### config.mk
export PLATFORM = sky130hd
export DESIGN_NAME = ex_muldiv_unit
export DESIGN_NICKNAME = d
export VERILOG_FILES = /design/src/rtl/muldiv_pkg.sv /design/src/rtl/muldiv_iter_core.sv /design/src/rtl/ex_muldiv_unit.sv
export SDC_FILE = /design/constraint.sdc
export NUM_CORES = 1
export LEC_CHECK = 0
export BUFFER_PORTS_ARGS = -buffer_cell sky130_fd_sc_hd__buf_4
export CAP_MARGIN = 20
export CORE_MARGIN = 10
export CORE_UTILIZATION = 45
export CTS_BUF_LIST = sky130_fd_sc_hd__clkbuf_4 sky130_fd_sc_hd__clkbuf_8
export DETAILED_ROUTE_END_ITERATION = 10
export PLACE_DENSITY_LB_ADDON = 0.05
export SYNTH_ARGS = -nofsm -noshare
export SYNTH_HDL_FRONTEND = slang
export SYNTH_SLANG_ARGS = --single-unit
### constraint.sdc
create_clock -name clk -period 7.2 [get_ports clk]
set_input_delay 1.44 -clock clk [delete_from_list [all_inputs] [get_ports clk]]
set_output_delay 1.44 -clock clk [all_outputs]
set_load 0.02 [all_outputs]
### src/rtl/muldiv_pkg.sv
// Shared constants, state encoding and operand-sign helpers for the RV32M multiply/divide unit.
package muldiv_pkg;

  localparam int unsigned XLEN  = 32;
  localparam int unsigned CNT_W = 5;
  localparam logic [5:0]  ITER  = 6'd32;

  localparam logic [2:0] F3_MUL    = 3'b000;
  localparam logic [2:0] F3_MULH   = 3'b001;
  localparam logic [2:0] F3_MULHSU = 3'b010;
  localparam logic [2:0] F3_MULHU  = 3'b011;
  localparam logic [2:0] F3_DIV    = 3'b100;
  localparam logic [2:0] F3_DIVU   = 3'b101;
  localparam logic [2:0] F3_REM    = 3'b110;
  localparam logic [2:0] F3_REMU   = 3'b111;

  typedef enum logic [1:0] {IDLE, CALC, FIX, DONE} state_t;

  function automatic logic a_is_signed(input logic [2:0] f);
    return (f == F3_MUL) || (f == F3_MULH) || (f == F3_MULHSU) ||
           (f == F3_DIV) || (f == F3_REM);
  endfunction

  function automatic logic b_is_signed(input logic [2:0] f);
    return (f == F3_MUL) || (f == F3_MULH) || (f == F3_DIV) || (f == F3_REM);
  endfunction

endpackage

### src/rtl/muldiv_iter_core.sv
// One radix-2 step per cycle: shift-add multiply or restoring divide on unsigned magnitudes.
module muldiv_iter_core
  import muldiv_pkg::*;
(
  input  logic                clk,
  input  logic                rst,
  input  logic                load,
  input  logic                step,
  input  logic                div_mode,
  input  logic [XLEN-1:0]     a_mag,
  input  logic [XLEN-1:0]     b_mag,
  output logic [2*XLEN-1:0]   acc
);

  logic [XLEN-1:0] opnd;
  logic            mode_q;
  logic [XLEN:0]   sum;
  logic [XLEN:0]   trial;

  // Multiply keeps the multiplier in acc[31:0]; divide keeps remainder:quotient in acc.
  always_comb begin
    sum   = {1'b0, acc[2*XLEN-1:XLEN]} + {1'b0, opnd};
    trial = acc[2*XLEN-1:XLEN-1] - {1'b0, opnd};
  end

  always_ff @(posedge clk) begin
    if (rst) begin
      acc    <= '0;
      opnd   <= '0;
      mode_q <= 1'b0;
    end else if (load) begin
      mode_q <= div_mode;
      opnd   <= div_mode ? b_mag : a_mag;
      acc    <= {XLEN'(0), (div_mode ? a_mag : b_mag)};
    end else if (step) begin
      if (mode_q) begin
        if (!trial[XLEN]) acc <= {trial[XLEN-1:0], acc[XLEN-2:0], 1'b1};
        else              acc <= {acc[2*XLEN-2:0], 1'b0};
      end else begin
        if (acc[0]) acc <= {sum, acc[XLEN-1:1]};
        else        acc <= {1'b0, acc[2*XLEN-1:1]};
      end
    end
  end

endmodule

### src/rtl/ex_muldiv_unit.sv
// EX-stage iterative RV32M unit: control FSM, sign handling, special cases and result register.
module ex_muldiv_unit
  import muldiv_pkg::*;
(
  input  logic            clk,
  input  logic            rst,
  input  logic            start,
  input  logic [2:0]      funct3,
  input  logic [XLEN-1:0] op_a,
  input  logic [XLEN-1:0] op_b,
  input  logic            flush,
  output logic            stall_req,
  output logic            busy,
  output logic            done,
  output logic [XLEN-1:0] result
);

  state_t            state;
  logic [CNT_W-1:0]  cnt;
  logic [2:0]        f3_q;
  logic              res_neg;
  logic              rem_neg;

  logic              sign_a, sign_b;
  logic [XLEN-1:0]   a_mag, b_mag;
  logic              div_zero, div_ovf, special;
  logic [XLEN-1:0]   special_val;
  logic [XLEN-1:0]   fix_val;
  logic [2*XLEN-1:0] acc, mul_p;
  logic [XLEN-1:0]   quo_s, rem_s;
  logic              load, step;

  // Operand signs, magnitudes and early-out detection, evaluated on the live inputs.
  always_comb begin
    sign_a      = a_is_signed(funct3) & op_a[XLEN-1];
    sign_b      = b_is_signed(funct3) & op_b[XLEN-1];
    a_mag       = sign_a ? XLEN'(-op_a) : op_a;
    b_mag       = sign_b ? XLEN'(-op_b) : op_b;
    div_zero    = funct3[2] && (op_b == '0);
    div_ovf     = ((funct3 == F3_DIV) || (funct3 == F3_REM)) &&
                  (op_a == {1'b1, {(XLEN-1){1'b0}}}) && (op_b == '1);
    special     = div_zero || div_ovf;
    special_val = '0;
    if (div_zero)     special_val = funct3[1] ? op_a : '1;
    else if (div_ovf) special_val = funct3[1] ? '0 : {1'b1, {(XLEN-1){1'b0}}};
  end

  assign load = (state == IDLE) && start && !flush && !special;
  assign step = (state == CALC) && !flush;

  muldiv_iter_core u_core (
    .clk      (clk),
    .rst      (rst),
    .load     (load),
    .step     (step),
    .div_mode (funct3[2]),
    .a_mag    (a_mag),
    .b_mag    (b_mag),
    .acc      (acc)
  );

  // Sign fix-up and result selection applied in FIX.
  always_comb begin
    mul_p = res_neg ? (2*XLEN)'(-acc) : acc;
    quo_s = res_neg ? XLEN'(-acc[XLEN-1:0]) : acc[XLEN-1:0];
    rem_s = rem_neg ? XLEN'(-acc[2*XLEN-1:XLEN]) : acc[2*XLEN-1:XLEN];
    case (f3_q)
      F3_MUL:                       fix_val = mul_p[XLEN-1:0];
      F3_MULH, F3_MULHSU, F3_MULHU: fix_val = mul_p[2*XLEN-1:XLEN];
      F3_DIV, F3_DIVU:              fix_val = quo_s;
      default:                      fix_val = rem_s;
    endcase
  end

  assign stall_req = ((state == IDLE) && start && !flush) ||
                     (state == CALC) || (state == FIX);

  always_ff @(posedge clk) begin
    if (rst) begin
      state   <= IDLE;
      cnt     <= '0;
      busy    <= 1'b0;
      done    <= 1'b0;
      result  <= '0;
      f3_q    <= '0;
      res_neg <= 1'b0;
      rem_neg <= 1'b0;
    end else if (flush) begin
      state <= IDLE;
      cnt   <= '0;
      busy  <= 1'b0;
      done  <= 1'b0;
    end else begin
      case (state)
        IDLE: begin
          done <= 1'b0;
          if (start) begin
            f3_q    <= funct3;
            res_neg <= sign_a ^ sign_b;
            rem_neg <= sign_a;
            cnt     <= '0;
            busy    <= 1'b1;
            if (special) begin
              result <= special_val;
              done   <= 1'b1;
              state  <= DONE;
            end else begin
              state <= CALC;
            end
          end
        end
        CALC: begin
          cnt <= cnt + CNT_W'(1);
          if (cnt == CNT_W'(ITER - 6'd1)) begin
            cnt   <= '0;
            state <= FIX;
          end
        end
        FIX: begin
          result <= fix_val;
          done   <= 1'b1;
          state  <= DONE;
        end
        DONE: begin
          busy  <= 1'b0;
          done  <= 1'b0;
          state <= IDLE;
        end
        default: state <= IDLE;
      endcase
    end
  end

endmodule

=== Yosys cells after proc, flatten, opt, wreduce, memory -nomap -nowiden ===
Index checks and enable logic that the tools add are counted.

* Input bits: 71
* Register bits after elaboration: 143
* Word-level logic and storage cells: 111
* Output and inout port bits: 35

* Reduce and logical (&&, ||, !) cells: 37
* Add/subtract/negate cells: 8
* Muxes and demuxes: 32
* Equal/unequal tests: 18
* Bitwise gates (word level): 4

{| class="wikitable"
|+ Operator list
! kind !! count
|-
| two-way mux 32 bit || 14
|-
| two-way mux 64 bit || 4
|-
| negator 32 bit || 4
|-
| case mux 32 bit (3 select lines) || 1
|-
| == test 32 bit (second input constant) || 2
|-
| negator 64 bit || 1
|-
| case mux 32 bit (2 select lines) || 1
|-
| adder 32 x 32 -> 33 bit || 1
|-
| subtractor 33 x 32 -> 33 bit || 1
|-
| logical NOT 32 bit || 1
|-
| == test 3 bit (second input constant) || 4
|-
| logical OR 1 bit || 10
|-
| two-way mux 5 bit || 2
|-
| case mux 5 bit (2 select lines) || 1
|-
| == test 3 x 2 -> 1 bit (second input constant) || 3
|-
| case mux 2 bit (4 select lines) || 1
|-
| nonzero test 2 bit || 4
|-
| logical AND 1 bit || 7
|-
| == test 3 x 1 -> 1 bit (second input constant) || 2
|-
| logical NOT 3 bit || 2
|-
| two-way mux 2 bit || 3
|-
| AND reduction 2 bit || 3
|-
| OR reduction 2 bit || 3
|-
| adder 5 x 1 -> 5 bit (second input constant) || 1
|-
| other kinds (17) || 23
|}

=== Longest topological paths before layout ===
* Word-level depth: 9
* Mapped depth: 15
* Gate-level depth less buffers: 13

=== By module ===
A second synthesis with hierarchy kept.

* Cell total of the unflattened synthesis: 2099
* Area, all modules: 15523.6 µm²

{| class="wikitable"
|+ Modules (own cells, without submodules)
! module !! area each (µm²) !! seq. area each (µm²) !! times used !! cells each
|-
| muldiv_iter_core || 8812.2 || 1941.9 || 1 || 1114
|-
| ex_muldiv_unit || 6711.4 || 920.9 || 1 || 985
|}

=== Least setup slack after synthesis ===
No wires, ideal clock.

* Path type: input to register
* From: input port op_b[0]
* To: register u_core.acc[61]
* Data required time: 7.131 ns
* Arrival time: 4.280 ns
* Buffers on the path: 0
* Stages: 12
* Library setup time: 0.069 ns
* Setup slack: 2.851 ns
* Cell sequence: inv_1 > ha_1 > or3b_2 > or4_4 > or4_4 > o22ai_4 > nor2_2 > nor2_4 > o21ai_1 > or3_1 > o32a_1 > o21ai_1

* Longest elaborated chain between the ends: 6
* Elaborated cells on any way between the ends: 8
* Classes of those cells: eq/ne: 1; reduce/logical: 7

{| class="wikitable"
|+ RTL lines
! item !! line !! source
|-
| from (decl) || ex_muldiv_unit.sv:10 || <nowiki>input logic [XLEN-1:0] op_b,</nowiki>
|-
| == test 32 bit or logical NOT 32 bit (tied branches) || ex_muldiv_unit.sv:41, ex_muldiv_unit.sv:39 ||
|-
| logical AND 1 bit, on equally long branches || ex_muldiv_unit.sv:41, ex_muldiv_unit.sv:39 ||
|-
| logical OR 1 bit * || ex_muldiv_unit.sv:42 || <nowiki>special = div_zero || div_ovf;</nowiki>
|-
| logical NOT 1 bit * || ex_muldiv_unit.sv:48 || <nowiki>assign load = (state == IDLE) && start && !flush && !special;</nowiki>
|-
| logical AND 1 bit * || ex_muldiv_unit.sv:48 ||
|-
| OR reduction 2 bit (no source line) * || n/a ||
|-
| to (signal assigned) || muldiv_iter_core.sv:38 || <nowiki>else acc <= {acc[2*XLEN-2:0], 1'b0};</nowiki>
|-
| to (signal assigned) || muldiv_iter_core.sv:40 || <nowiki>if (acc[0]) acc <= {sum, acc[XLEN-1:1]};</nowiki>
|-
| to (signal assigned) || muldiv_iter_core.sv:41 || <nowiki>else acc <= {1'b0, acc[2*XLEN-1:1]};</nowiki>
|-
| to (decl) || muldiv_iter_core.sv:12 || <nowiki>output logic [2*XLEN-1:0] acc</nowiki>
|}

Every way passes the cells marked *; elsewhere a longest branch is shown, timed or not.
A chain may end at the register's enable or synchronous reset.

=== Final worst setup path ===
* From: input port op_b[0]
* To: register u_core.acc[25]

* Longest elaborated chain between the ends: 6
* Elaborated cells on any way between the ends: 12
* Classes of those cells: add/sub: 1; eq/ne: 1; mux: 3; reduce/logical: 7

{| class="wikitable"
|+ RTL lines
! item !! line !! source
|-
| parallel branches: the longest is 6 deep, another holds negator 32 bit || n/a ||
|-
| to (signal assigned) || muldiv_iter_core.sv:34 || <nowiki>acc <= {XLEN'(0), (div_mode ? a_mag : b_mag)};</nowiki>
|-
| to (signal assigned) || muldiv_iter_core.sv:37 || <nowiki>if (!trial[XLEN]) acc <= {trial[XLEN-1:0], acc[XLEN-2:0], 1'b1};</nowiki>
|-
| to (signal assigned) || muldiv_iter_core.sv:38 ||
|}

Parallel ways; which one is timed is not known.

==> flow_summary.yaml <==
run_status:
  status: "finished, final reports clean"
placed_design:
  hpwlAfterDp_mm: 51.3
  io_buffer_count: 105
  finalWeightedCongestion: 1.02
critical_path:
  critPathMaxStageDelay_ps: 540
  worstPathRequired_ps: 7590
  rr_worst_depth: 13
  crit_type: "in -> reg"
  critPathLaunchType: "input pin"
  cp-end-kind: "register"
  path_cells: "buf_4, inv_1, ha_1, or3b_2, or4_4, nor4_1, and3_1, nor2_1, buf_4, nand2_1, buf_4, nand2_1, buf_8, o221a_2"
  cpMostUsedCell: "buf_4"
  critPathSlowestCell: "nor4_1"
  r2r_setup_slack_ps: 2530
  crit_buf_inv: 5
  crit_family: "simple AND/OR/NAND/NOR gates"
  r2r-start: "u_core.acc[32]"
  worstPathMaxFanout: 25
  r2r-end: "u_core.acc[0]"
  arrival_ps: 5530
power_and_ir_drop:
  peakVddDrop_mv: 0.120
  combPwrFrac_pct: 38.7
  clkPwrFrac_pct: 27.4
  p_int_mw: 1.56
  sequentialPowerShare_pct: 33.9
  switching_share_pct: 42.9
  p_per_area_mw_per_mm2: 165
  leakage_nw: 6.24
  switchingPower_mw: 1.17
clock_network:
  cts_tree: "done"
  cts_buffer_depth: 2
  numCtsBuffers: 17
  cts_resized: 0
  cts_setup_buffers: 0
  clock_latency_ps: 510
  path_clk_slew_ps: 90
  cts_hold_repair.buffers: 0
  cts.htree.levels: 4
  ctsRootBufferMaster: "clkbuf_8"
  cts.sinks: 143
synth:
  synthFlopType: "dfxtp_1"
  yosysUniqueCellTypes: 81
  synth-seq-cells: 143
  avgSynthCellArea_um2: 6.96
  ys_async_sr_fraction_pct: 0
  ys_seq_area_share_pct: 19.0
  syn_inst: 2162
  ys.warnings.count: 0
  syn-num-nets: 2311
  synth_edf_count: 0
  syn_area_mm2: 0.0150
grt:
  grt_max_degree: 76
  grt_pass1_wl_mm: 99.1
  grt.overflow.total: 0
  grt_pass1_vias: 15800
  antenna_found_initial: 0
  grt_use_total_pct: 31.0
layout:
  fin_nets: 2304
  fin_util_pct: 50.3
  multi_input_area_mm2: 0.0113
  synthToLayoutAreaGrowth_pct: 9.58
  fill_cells: 3417
  diodes: 0
  drive_above_1_share_pct: 9.59
  layout.area.seq_mm2: 0.00287
sta:
  hold_viol: 0
  post-route-min-period_ps: 5140
  timing.fmax_mhz: 195
  slew_headroom_pct: 27.8
  rsz0062_at_grt: "no"
  fin_crit_sh_pct: 71.4
  setup_viol: 0
  worstMarginPinSlew_ps: 1080
  worst_hold_slack_ps: 464
  skew_ps: 30.1
  maxSlewViolCount: 0
  setup_tns_ps: 0
floorplanning:
  core_mm2: 0.0328
  rows: 66
  start_util_pct: 45.9
  dieArea_mm2: 0.0411
  boundaryPins: 106
  die_h_um: 203
  dieWidth_um: 203
routing:
  drtAntennaViolNets: 0
  dr.pass1.iters: 6
  viasPerCell: 6.46
  num_vias: 16900
  routed_wl_mm: 66.3
  wl_per_cell_um: 25.4
  drtIter0Drc: 1943
  route.detailed.drc: 0
worst_hold_path:
  whs_endpoint: "f3_q[0]"
  hold_start: "f3_q[0]"
  hp-class: "reg -> reg"
  holdPathStages: 2
job:
  drv_cap: 0
cells in the final DEF, fill, tap and decap left out, types with 12 or more instances in the layout:
cell type  count
a21oi_1      206
nand3_1       53
o21ai_1       20
inv_1         67
nand2b_1      14
or3_1         28
dfxtp_1      141
a211oi_1      49
xnor2_1       77
nand4_1       27
a221oi_1      12
nand2_1      189
mux2i_1       45
xor2_1       101
o211ai_1      31
nor2_1       247
ha_1          76
nor3_1        71
o22ai_1       35
or4_1         14
buf_4        136
clkbuf_8      18
o41ai_1       17
and3_1        17
o21a_1        20
o31ai_1       48
o221ai_1      22
a21o_1        30
or2_2         13
nor4_1        19
nor2b_1       16
o21ai_0      146
logic make-up (layout without fill, tap and decap cells):
group | Yosys count | after routing | synth area share [%]
flip-flops | 143 | 143 | 19.0
XOR/XNOR | 180 | 180 | 10.5
adder cells (fa/ha/maj) | 78 | 78 | 6.59
multiplexers | 48 | 48 | 3.22
AND/OR/NAND/NOR | 751 | 751 | 23.6
AO/OA/AOI/OAI | 730 | 730 | 31.2
buffers and inverters | 232 | 238 | 5.94
stage by stage:
stage | cells | setup slack, ps | area, um2 | total power [mW]
after floorplan | 2162 | 2850 | 15000 | 1.59
after global placement | 2575 | 1410 | 16000 | 1.96
after detailed placement | 2576 | 1420 | 16000 | 1.96
after CTS | 2608 | 1950 | 16400 | 2.70
after global routing | 2610 | 1800 | 16500 | 2.84
final | 2610 | 2060 | 16500 | 2.72
worst register-to-register path, cell delays in order, from the launching register on:
cell	delay, ps
dfxtp_1	680
inv_1	340
fa_1	530
nand2b_1	190
a21oi_1	350
o221a_2	370
a211oi_1	190
o31ai_1	600
xor2_2	170
buf_4	370
nand2_1	330
a21oi_1	240
a21oi_1	100
nor3_1	150
area by class of cell:
type	count	area share [%]
inverters	68	1.55
multi-input cells	1787	68.7
clock inverters	14	1.09
flip-flops and latches	143	17.4
clock buffers	18	1.50
well taps	442	3.36
repair buffers	138	6.45
registers in the layout, summed over array words and instances (netlist names):
| signal | cells |
|---|---|
| done | 1 |
| rem_neg | 1 |
| busy | 1 |
| cnt | 5 |
| u_core.acc | 64 |
| state | 2 |
| result | 32 |
| f3_q | 3 |
| u_core.opnd | 32 |
| res_neg | 1 |
| u_core.mode_q | 1 |
routing by layer:
layer | share of wire, % | vias to the layer above | global-route usage, %
met3 | 9.6 | 128 | 7.56
met5 | 0 | - | 0
met4 | 4.9 | 0 | 14.9
met1 | 43 | 8000 | 41.3
met2 | 42 | 837 | 46.0
li1 | - | 7902 | -
power groups by stage:
stage	Combinational [mW]	Clock, mW	Sequential (mW)
after floorplan	0.712	0	0.881
after global placement	1.02	0	0.935
after detailed placement	1.02	0	0.936
after CTS	1.03	0.750	0.917
after global routing	1.14	0.779	0.924
final	1.05	0.747	0.923
worst max path at each step:
stage                  from  cells after the start        endpoint  slack (ps)
finish              op_b[0]                     14  u_core.acc[25]        2060
global placement    op_b[0]                     13  u_core.acc[25]        1410
detailed placement  op_b[0]                     13      result[13]        1420
global route        op_b[0]                     14  u_core.acc[25]        1800
floorplan           op_b[0]                     12  u_core.acc[61]        2850
CTS                 op_b[0]                     13      result[21]        1950
cells in the mapped netlist (all sizes together) (12+ instances only):
cell type / instances / area [um2]
a211oi: 49 / 368
a21o: 30 / 225
a21oi: 206 / 1030
a221oi: 12 / 105
and3: 17 / 106
buf: 25 / 115
clkbuf: 139 / 523
dfxtp: 143 / 2860
ha: 76 / 951
inv: 67 / 251
mux2i: 45 / 450
nand2: 189 / 709
nand2b: 14 / 87.6
nand3: 53 / 265
nand4: 27 / 169
nor2: 252 / 963
nor2b: 17 / 106
nor3: 71 / 355
nor4: 19 / 119
o211ai: 31 / 233
o21a: 20 / 150
o21ai: 166 / 831
o221a: 12 / 135
o221ai: 22 / 193
o22ai: 36 / 239
o31ai: 48 / 360
o41ai: 17 / 149
or2: 15 / 93.8
or3: 28 / 175
or4: 17 / 139
xnor2: 78 / 683
xor2: 102 / 893
No activity file was read; power rests on OpenSTA's default activity.
